**config.mk**
```make
export PLATFORM = sky130hd
export DESIGN_NAME = sw_arb_rr_5_flat
export DESIGN_NICKNAME = d
export VERILOG_FILES = /design/src/rtl/noc_arb_pkg.sv /design/src/rtl/sw_arb_rr_5_if.sv /design/src/rtl/rr_pick_5.sv /design/src/rtl/sw_arb_rr_5.sv /design/src/flat_wrapper.sv
export SDC_FILE = /design/constraint.sdc
export NUM_CORES = 1
export LEC_CHECK = 0
export ABC_AREA = 1
export BUFFER_PORTS_ARGS = -buffer_cell sky130_fd_sc_hd__buf_2
export CORE_UTILIZATION = 32
export DETAILED_ROUTE_END_ITERATION = 8
export SETUP_SLACK_MARGIN = 0.5
export SLEW_MARGIN = 20
export SYNTH_ARGS = -nofsm -noshare
export SYNTH_HDL_FRONTEND = slang
export SYNTH_SLANG_ARGS = --single-unit
export TNS_END_PERCENT = 5
```
**constraint.sdc**
```tcl
create_clock -name clk -period 5.6 [get_ports clk]
set_clock_uncertainty 0.2 [all_clocks]
set_input_delay 0.28 -clock clk [delete_from_list [all_inputs] [get_ports clk]]
set_output_delay 0.28 -clock clk [all_outputs]
set_load 0.01 [all_outputs]
```
**src/rtl/noc_arb_pkg.sv**
```systemverilog
// Shared arbitration types for the 5-port router (L/N/E/S/W).
// Used by the switch arbiter and the VC allocator.
package noc_arb_pkg;

  localparam int PORT_NUM = 5;

  localparam logic [2:0] PORT_L = 3'd0;
  localparam logic [2:0] PORT_N = 3'd1;
  localparam logic [2:0] PORT_E = 3'd2;
  localparam logic [2:0] PORT_S = 3'd3;
  localparam logic [2:0] PORT_W = 3'd4;

  typedef logic [PORT_NUM-1:0] onehot5_t;

  typedef enum logic {
    IDLE   = 1'b0,
    LOCKED = 1'b1
  } arb_state_t;

  // Port-index addition with wrap at 5; both operands are expected in 0..4.
  function automatic logic [2:0] mod5_add(input logic [2:0] a, input logic [2:0] b);
    logic [3:0] s;
    s = {1'b0, a} + {1'b0, b};
    if (s >= 4'd5) s = s - 4'd5;
    return s[2:0];
  endfunction

endpackage

```
**src/rtl/sw_arb_rr_5_if.sv**
```systemverilog
// Handshake bundle between the input-port side and one output-port switch arbiter.
interface sw_arb_rr_5_if;
  import noc_arb_pkg::*;

  logic [PORT_NUM-1:0] req_i;
  logic [PORT_NUM-1:0] tail_i;
  logic                out_ready_i;
  onehot5_t            grant_o;
  logic                xfer_o;
  logic                busy_o;
  logic                timeout_o;

  modport master (
    output req_i, tail_i, out_ready_i,
    input  grant_o, xfer_o, busy_o, timeout_o
  );

  modport slave (
    input  req_i, tail_i, out_ready_i,
    output grant_o, xfer_o, busy_o, timeout_o
  );

endinterface

```
**src/rtl/rr_pick_5.sv**
```systemverilog
// Combinational 5-way round-robin pick: first set req bit scanning from ptr, wrapping 4->0.
module rr_pick_5
  import noc_arb_pkg::*;
(
  input  onehot5_t   req_i,
  input  logic [2:0] ptr_i,
  output onehot5_t   winner_o
);

  logic [2:0] idx;

  always_comb begin
    winner_o = '0;
    idx      = '0;
    // lowest priority first, so the highest-priority hit is the last write
    for (int k = 4; k >= 0; k--) begin
      idx = mod5_add(ptr_i, 3'(k));
      if (req_i[idx]) winner_o = onehot5_t'(5'b00001 << idx);
    end
  end

endmodule

```
**src/rtl/sw_arb_rr_5.sv**
```systemverilog
// Output-port switch arbiter: round-robin with wormhole locking from head to tail flit.
// Optional idle-lock release enabled by defining SW_ARB_TIMEOUT_EN.
module sw_arb_rr_5
  import noc_arb_pkg::*;
#(
  parameter int PORT_NUM       = 5,
  parameter int TIMEOUT_CYCLES = 255
) (
  input  logic          clk,
  input  logic          rst,
  sw_arb_rr_5_if.slave  arb
);

  // state  | meaning
  // IDLE   | output port free, grant_o = 0
  // LOCKED | output port owned by one packet until its tail transfers

  if (PORT_NUM != 5) begin : g_bad_port_num
    $error("sw_arb_rr_5 supports PORT_NUM = 5 only");
  end
  if (TIMEOUT_CYCLES < 1 || TIMEOUT_CYCLES > 65535) begin : g_bad_timeout
    $error("sw_arb_rr_5 TIMEOUT_CYCLES out of range 1..65535");
  end

  arb_state_t state_q;
  onehot5_t   grant_q;
  logic       busy_q;
  logic [2:0] ptr_q;

  logic [2:0] gidx;
  logic [2:0] pick_ptr;
  onehot5_t   pick_req;
  onehot5_t   winner;
  logic       xfer;
  logic       rel;
  logic       tmo_hit;

  always_comb begin
    gidx = 3'd0;
    for (int i = 0; i < 5; i++) begin
      if (grant_q[i]) gidx = 3'(i);
    end
  end

  assign xfer = arb.out_ready_i & |(grant_q & arb.req_i);
  assign rel  = (state_q == LOCKED) & ((xfer & |(grant_q & arb.tail_i)) | tmo_hit);

  // In the release cycle the granted req bit still shows the outgoing tail, not a new packet.
  assign pick_req = rel ? (arb.req_i & ~grant_q) : arb.req_i;
  assign pick_ptr = rel ? mod5_add(gidx, 3'd1) : ptr_q;

  rr_pick_5 u_pick (
    .req_i    (pick_req),
    .ptr_i    (pick_ptr),
    .winner_o (winner)
  );

`ifdef SW_ARB_TIMEOUT_EN
  logic [15:0] cnt_q;
  logic        timeout_q;
  logic        starved;

  assign starved = (state_q == LOCKED) & ~|(grant_q & arb.req_i);
  assign tmo_hit = starved & (cnt_q == 16'(TIMEOUT_CYCLES - 1));

  always_ff @(posedge clk or posedge rst) begin
    if (rst) begin
      cnt_q     <= '0;
      timeout_q <= 1'b0;
    end else begin
      timeout_q <= tmo_hit;
      if (xfer || rel || state_q != LOCKED) cnt_q <= '0;
      else if (starved)                      cnt_q <= cnt_q + 16'd1;
    end
  end

  assign arb.timeout_o = timeout_q;
`else
  assign tmo_hit       = 1'b0;
  assign arb.timeout_o = 1'b0;
`endif

  always_ff @(posedge clk or posedge rst) begin
    if (rst) begin
      state_q <= IDLE;
      grant_q <= '0;
      busy_q  <= 1'b0;
      ptr_q   <= PORT_L;
    end else begin
      case (state_q)
        IDLE: begin
          if (|arb.req_i) begin
            grant_q <= winner;
            state_q <= LOCKED;
            busy_q  <= 1'b1;
          end
        end
        LOCKED: begin
          if (rel) begin
            ptr_q <= pick_ptr;
            if (|pick_req) begin
              grant_q <= winner;
            end else begin
              grant_q <= '0;
              state_q <= IDLE;
              busy_q  <= 1'b0;
            end
          end
        end
        default: begin
          state_q <= IDLE;
          grant_q <= '0;
          busy_q  <= 1'b0;
        end
      endcase
    end
  end

  assign arb.grant_o = grant_q;
  assign arb.busy_o  = busy_q;
  assign arb.xfer_o  = xfer;

  a_grant_onehot: assert property (@(posedge clk) disable iff (rst) $onehot0(grant_q));

endmodule

```
**src/flat_wrapper.sv**
```systemverilog
// flat-port wrapper written by rule: the top's interface ports become plain ports
module sw_arb_rr_5_flat import noc_arb_pkg::*;
#(
  parameter int PORT_NUM       = 5,
  parameter int TIMEOUT_CYCLES = 255
)
  (clk, rst, arb_req_i, arb_tail_i, arb_out_ready_i, arb_grant_o, arb_xfer_o, arb_busy_o, arb_timeout_o);
  sw_arb_rr_5_if arb_i ();
  input  logic clk;
  input  logic rst;
  input wire logic [$bits(arb_i.req_i)-1:0] arb_req_i;
  input wire logic [$bits(arb_i.tail_i)-1:0] arb_tail_i;
  input wire logic [$bits(arb_i.out_ready_i)-1:0] arb_out_ready_i;
  output wire logic [$bits(arb_i.grant_o)-1:0] arb_grant_o;
  output wire logic [$bits(arb_i.xfer_o)-1:0] arb_xfer_o;
  output wire logic [$bits(arb_i.busy_o)-1:0] arb_busy_o;
  output wire logic [$bits(arb_i.timeout_o)-1:0] arb_timeout_o;
  assign arb_i.req_i = arb_req_i;
  assign arb_i.tail_i = arb_tail_i;
  assign arb_i.out_ready_i = arb_out_ready_i;
  assign arb_grant_o = arb_i.grant_o;
  assign arb_xfer_o = arb_i.xfer_o;
  assign arb_busy_o = arb_i.busy_o;
  assign arb_timeout_o = arb_i.timeout_o;
  sw_arb_rr_5 #(.PORT_NUM(PORT_NUM), .TIMEOUT_CYCLES(TIMEOUT_CYCLES)) u_core (.clk(clk), .rst(rst), .arb(arb_i));
endmodule
```
# After elaboration in Yosys (flattened, before gate mapping)
# Cells that the tools add are included.
# totals
regBits,10
inputBits,13
output_inout_bits,8
wordCells,88
# op_classes
add_sub_neg,11
n_lt_le_gt_ge,11
n_eq_ne,3
shift,5
mux,39
bitwise,8
n_reduce_logical,7
# op_table
operator,n
5-bit 2-to-1 mux,9
3-bit 2-to-1 mux,10
"1-bit by 3-bit left shift with 5-bit output, first input constant",5
"4-bit by 3-bit >= comparator with 1-bit output, second input constant",5
"3-bit by 4-bit less-than comparator with 1-bit output, second input constant",5
5-bit OR reduction,4
"3-bit subtractor, second input constant",6
5-bit bitwise AND,3
1-bit binary-select mux with 3-bit select,5
1-bit 2-to-1 mux,12
5-bit case mux with 2 select lines,1
"3-bit by 1-bit adder with 4-bit output, second input constant",2
"3-bit by 2-bit adder with 4-bit output, second input constant",2
5-bit inverter,1
"3-bit by 3-bit adder with 4-bit output, second input constant",1
"2-bit inequality test, second input constant",2
1-bit case mux with 2 select lines,2
2-bit AND reduction,2
1-bit bitwise AND,3
"3-bit >= comparator, second input constant",1
3-bit AND reduction,1
"2-bit by 1-bit inequality test with 1-bit output, second input constant",1
1-bit inverter,1

# Depth between registers and ports, before layout
# logic_depth
word_depth,21
depth_mapped,31

# Hierarchy
# Synthesis repeated with hierarchy kept, for this count alone.
# hier_totals
hier_cells,333
area_unflattened_um2,1930.6
# by_module_without_submodules
module,instances,cells_per_inst,area_each_um2,seq_area_each_um2
rr_pick_5,1,222,1129.8,0.0
sw_arb_rr_5,1,111,800.8,250.2

# Worst setup path after synthesis
# OpenSTA, ideal clock, no wires.
# synth_timing
path_kind,register to register
startpoint,register u_core.grant_q[2] (netlist: u_core.arb.grant_o[2])
endpoint,register u_core.grant_q[4] (netlist: u_core.arb.grant_o[4])
arrival_ps,3684
path_slack_ps,1599
path_stages_with_launch,27
synth_period_minus_slack_ps,4001
cell_sequence,dfrtp_1 -> inv_1 -> a21oi_1 -> nor2_1 -> ha_1 -> o21ai_2 -> inv_2 -> ha_1 -> fa_1 -> inv_1 -> nor2_1 -> a21oi_1 -> nand2_1 -> o21ai_4 -> inv_1 -> nand3_1 -> nand3_1 -> nand2_2 -> nand2_2 -> inv_2 -> nand2_1 -> nand2_1 -> nand2_1 -> nand2_1 -> nand2_1 -> nand2_1 -> nand2_1
# synth_between
elab_chain_len,20
word_cells_on_any_way,64
classes_between,11 x add/sub; 6 x order compare; 1 x eq/ne; 5 x shift; 30 x mux; 7 x bitwise; 4 x reduce/logical
# synth_lines
item,line,source
"start, declared",sw_arb_rr_5.sv:26,onehot5_t grant_q;
"start signal, assigned",sw_arb_rr_5.sv:93,grant_q <= winner;
"start signal, assigned",sw_arb_rr_5.sv:102,grant_q <= winner;
3-bit 2-to-1 mux (3 in series),sw_arb_rr_5.sv:41,if (grant_q[i]) gidx = 3'(i);
3-bit by 1-bit adder with 4-bit output,noc_arb_pkg.sv:23,"s = {1'b0, a} + {1'b0, b};"
4-bit by 3-bit >= comparator with 1-bit output or 3-bit subtractor (tied branches),noc_arb_pkg.sv:24,if (s >= 4'd5) s = s - 4'd5;
3-bit 2-to-1 mux,noc_arb_pkg.sv:24,
3-bit 2-to-1 mux (*),sw_arb_rr_5.sv:50,"assign pick_ptr = rel ? mod5_add(gidx, 3'd1) : ptr_q;"
net u_core.pick_ptr[1],sw_arb_rr_5.sv:31,logic [2:0] pick_ptr;
3-bit by 3-bit adder with 4-bit output,noc_arb_pkg.sv:23,
4-bit by 3-bit >= comparator with 1-bit output or 3-bit subtractor (tied branches),noc_arb_pkg.sv:24,
3-bit 2-to-1 mux,noc_arb_pkg.sv:24,
1-bit binary-select mux with 3-bit select,rr_pick_5.sv:18,if (req_i[idx]) winner_o = onehot5_t'(5'b00001 << idx);
1-bit 2-to-1 mux (not written as such),rr_pick_5.sv:18,
5-bit 2-to-1 mux (4 in series),rr_pick_5.sv:18,
5-bit 2-to-1 mux (*),rr_pick_5.sv:18,
5-bit 2-to-1 mux,sw_arb_rr_5.sv:101,if (|pick_req) begin
5-bit 2-to-1 mux,sw_arb_rr_5.sv:99,if (rel) begin
5-bit case mux with 2 select lines (*),sw_arb_rr_5.sv:90,case (state_q)
# The timed path passes the listed nets; every way through them passes the cells marked *. The select of a mux whose other input is x is not followed.
# A chain may end at the register's enable or synchronous reset.

# Final worst setup path
# Same ends and word-level chain as after synthesis.

==> metrics list <==
- The flow ran to the end, and the final reports show no timing, DRC or antenna violations.
* Final Max Tran Viols: 0
- The hold violation total from the final report came to 0.
- Cells fill 37.2% of the core in the end.
* Gpl congestion: 0.896
- Site Rows: 28
* Clock network fraction of total power: 24.9%
- Of all nets on the critical path, the largest fanout is 8.
- In this run the remaining antenna-violating nets after routing total 0.
* Number of placed instances with taps included: 441
* Post-CTS setup buffer count: 0
- Simple-gate share of the synthesized area: 55.5%
- After synthesis, flip-flops and latches occupy 12.5% of the total area.
* Post-synthesis to final-layout area growth: 11.2%
* NumNets Final: 396
- Most frequent cell on the critical path: nand2_1
- Maximum root-to-sink buffer count: 2
* Number of design rule violations left after detail routing: 0
* Count of input and output buffers: 19
- Setup violations remaining at the end of the flow were counted as 0.
- TritonCTS built the clock tree.
- Worst Tran Pin Value: 0.704 ns
- Net Sw Power: 0.169 mW
* Average wire length per cell after detail routing: 12.0 um
* RSZ-0062 raised after global routing: no
- Synthesis warning total: 0
- Via count of the first global-routing pass: 1986
- IR analysis of the VDD net gives a maximum drop of 0.000127 V.
- Initial Utilization: 33.5%
- In this run the power density over the cells is 167 nW/um2.
- Core box area: 5990 um2
- Detailed placement finished with a half-perimeter wire length of 4430 um.
- Global routing finished with a remaining overflow of 0.
- Post-cts resize count: 0
- Dominant combinational cell family by area after synthesis: simple AND/OR/NAND/NOR gates
* Synthesized area per cell: 5.73 um2
- The clock net in this run drives a total of 10 sinks.
* Internal power: 0.203 mW
- Number of design-rule violations left by the first detailed-router iteration: 114
- Clock insertion delay at the later pin of the skew report: 0.24 ns
- Ant diodes: 0
- Max Cap Viol: 0
* Setup TNS: 0 ns
- Static timing analysis puts the maximum clock frequency at 221 MHz.
- Across all hold checks on the routed design, the worst slack comes to 0.240 ns.
* Kind of start point of the critical path: flip-flop
* Global-route wire length before repair: 9130 um
- Post-synthesis mux area share: 0%
- Leakage power: 1.22 nW
- For this block, the routed nets add up to 5360 um of wire.
* Endpoint class of the critical path: flip-flop
- Combinational cell fraction of total power: 54.5%
* Category of the most critical setup path: flip-flop to flip-flop
- Mean number of vias per cell: 4.78
* Routed vias: 2132
- Delay of the slowest critical-path stage: 0.51 ns
* Net count after synthesis: 374
- Data required time of the critical path: 5.53 ns
- I/O pin count: 21
- Flops & latches, synth: 10
* Post-layout instance count excluding filler cells: 446
- Largest net degree at the start of global routing: 13
- Summing the areas of all fa, ha and maj instances in the mapped netlist gives 7.23% of the synthesized area.
- Length of the first detailed-routing pass in iterations: 4
* Global router's overall resource usage: 18.0%
- The cell area that synthesis handed to floorplanning was 2010 um2.
- CTS built an H-tree with a depth of 1.
* Worst slack at placement: 1.09 ns
- Headroom to the max-slew limit came out at 52.8%.
- Final Cycle Share: 80.7%
- Worst hold path type: input pin to flip-flop
- Signal arrival time at the worst endpoint: 4.45 ns
* Slowest CP cell: a21oi_1
- Area of the die: 6590 um2
- Number of antenna violations at the first check in global routing: 0
* Power share of the sequential group: 20.6%
- Summing the areas of all compound-gate instances in the mapped netlist gives 9.73% of the synthesized area.
- From left edge to right edge, the die measures 81.2 um.
- Post-synth cell types: 32
* Die height: 81.2 um
- Of the total power, the share spent switching nets is 45.3%.
- Worst setup slack after layout: 1.08 ns
- Final worst path period need: 4.52 ns
- Cells with a size suffix above 1 make up 18.6% of the layout.
- Syn Inst Count: 350
- TritonCTS Buffers: 3
- Of the total synthesized cell area, the portion taken by XOR and XNOR cells is 1.81%.
- After clock tree synthesis, the clock-pin slew on the worst setup and hold paths is 0.05 ns.
- Clock root buffer master: clkbuf_8
[worst max-delay path, delay by kind of cell (launching register included)]
family | cells | cell delay, ns
fa+ha+maj | 3 | 0.93
flops | 1 | 0.43
compound gates | 4 | 1.24
buf+inv | 5 | 0.50
simple gates | 14 | 1.11
[flip-flops by register name (all words and copies together), names as in the netlist]
signal,cells
u_core.arb.busy_o,1
u_core.arb.grant_o,5
u_core.ptr_q,3
u_core.state_q,1
[cell families (layout without fill, tap and decap cells)]
group,count (synthesis),in the layout
buffers and inverters,64,85
adders and majority gates,11,11
DFF,10,10
and+or+nand+nor,231,231
AOI/OAI and AO/OA,31,31
xor gates and xnor gates,2,2
other,1,1
[synth_stat cells]
| master | count | share of area, % |
|---|---|---|
| nand2_1 | 120 | 22 |
| inv_1 | 53 | 9.9 |
| nand3_1 | 36 | 9.0 |
| nor2_1 | 31 | 5.8 |
| nand2_2 | 13 | 4.1 |
| dfrtp_1 | 10 | 12 |
| ha_1 | 10 | 6.2 |
| nand2_4 | 10 | 5.6 |
| o21ai_1 | 9 | 2.2 |
| o21ai_0 | 8 | 2.0 |
| a21oi_1 | 7 | 1.7 |
| inv_2 | 6 | 1.1 |
| nand4_1 | 6 | 1.9 |
| nor3_1 | 6 | 1.5 |
| nor2_4 | 3 | 1.7 |
| o21ai_2 | 3 | 1.3 |
| buf_6 | 2 | 1.1 |
| nor2_2 | 2 | 0.62 |
| o31ai_2 | 2 | 1.2 |
| buf_4 | 1 | 0.37 |
| clkinv_2 | 1 | 0.25 |
| conb_1 | 1 | 0.19 |
| fa_1 | 1 | 1.0 |
| inv_4 | 1 | 0.31 |
| nand3_2 | 1 | 0.50 |
| nand3b_1 | 1 | 0.37 |
| nand3b_4 | 1 | 1.0 |
| nand4_4 | 1 | 1.1 |
| o21ai_4 | 1 | 0.81 |
| o31ai_1 | 1 | 0.37 |
| xnor2_4 | 1 | 1.4 |
| xor2_1 | 1 | 0.44 |
[per-layer routing]
| metal | GRT usage [%] | wire, um | vias to the layer above |
|---|---|---|---|
| met5 | 0 | 0 | - |
| met4 | 4.82 | 59 | 0 |
| met3 | 2.92 | 314 | 8 |
| met2 | 29.1 | 2470 | 56 |
| met1 | 24.5 | 2520 | 933 |
| li1 | - | - | 1135 |
[what timing repair did]
item / CTS / global route
hold buffers: 1 / 0
setup endpoints to repair: 0 / 0
endpoints found under the hold margin: 10 / 0
[final timing paths]
path,from,end,slack (ns),cells after the start
max,u_core.arb.grant_o[2],u_core.arb.grant_o[4],1.08,26
min,arb_req_i[3],u_core.state_q,0.24,5
max reg2reg,u_core.arb.grant_o[2],u_core.arb.grant_o[4],1.08,26
min reg2reg,u_core.arb.busy_o,u_core.arb.busy_o,0.26,2
max in group asynchronous,rst,u_core.arb.grant_o[3],4.56,3
min in group asynchronous,rst,u_core.arb.grant_o[4],0.36,3
[power by group through the flow]
stage / Combinational, mW / Sequential (mW) / Clock (mW)
2_1_floorplan: 0.158 / 0.0780 / 0
3_3_place_gp: 0.202 / 0.0779 / 0
3_5_place_dp: 0.201 / 0.0779 / 0
4_1_cts: 0.203 / 0.0767 / 0.0953
5_1_grt: 0.232 / 0.0770 / 0.0984
6_report: 0.202 / 0.0767 / 0.0925
[cells in the final DEF, fill, tap and decap left out]
cell type and count:
nand3_1 36, nand3b_1 1, o21ai_4 1, a21oi_1 7, o21ai_2 3, inv_4 1
nand2_4 10, nor2_1 31, nand3_2 1, nor2_4 3, xor2_1 1, dfrtp_1 10
nand3b_4 1, dlygate4sd3_1 1, nand2_2 13, o21ai_0 8, nor2_2 2, fa_1 1
nand4_4 1, o31ai_1 1, clkbuf_8 4, o31ai_2 2, nor3_1 6, nand4_1 6
buf_2 19, ha_1 10, inv_2 6, conb_1 1, o21ai_1 9, inv_1 53
xnor2_4 1, clkinv_2 1, nand2_1 120
[layout make-up]
cell class	count	area, um2
Tap cell	75	93.8
Inverter	61	233
Clock buffer	4	55.1
Fill cell	650	3760
Multi-Input combinational cell	276	1490
Sequential cell	10	250
Timing Repair Buffer	20	105
[through the flow]
stage	total power, mW	area [um2]
2_1_floorplan	0.236	2010
3_3_place_gp	0.280	2170
3_5_place_dp	0.279	2170
4_1_cts	0.375	2230
5_1_grt	0.408	2230
6_report	0.372	2230
Power figures use the tool's default switching activity.
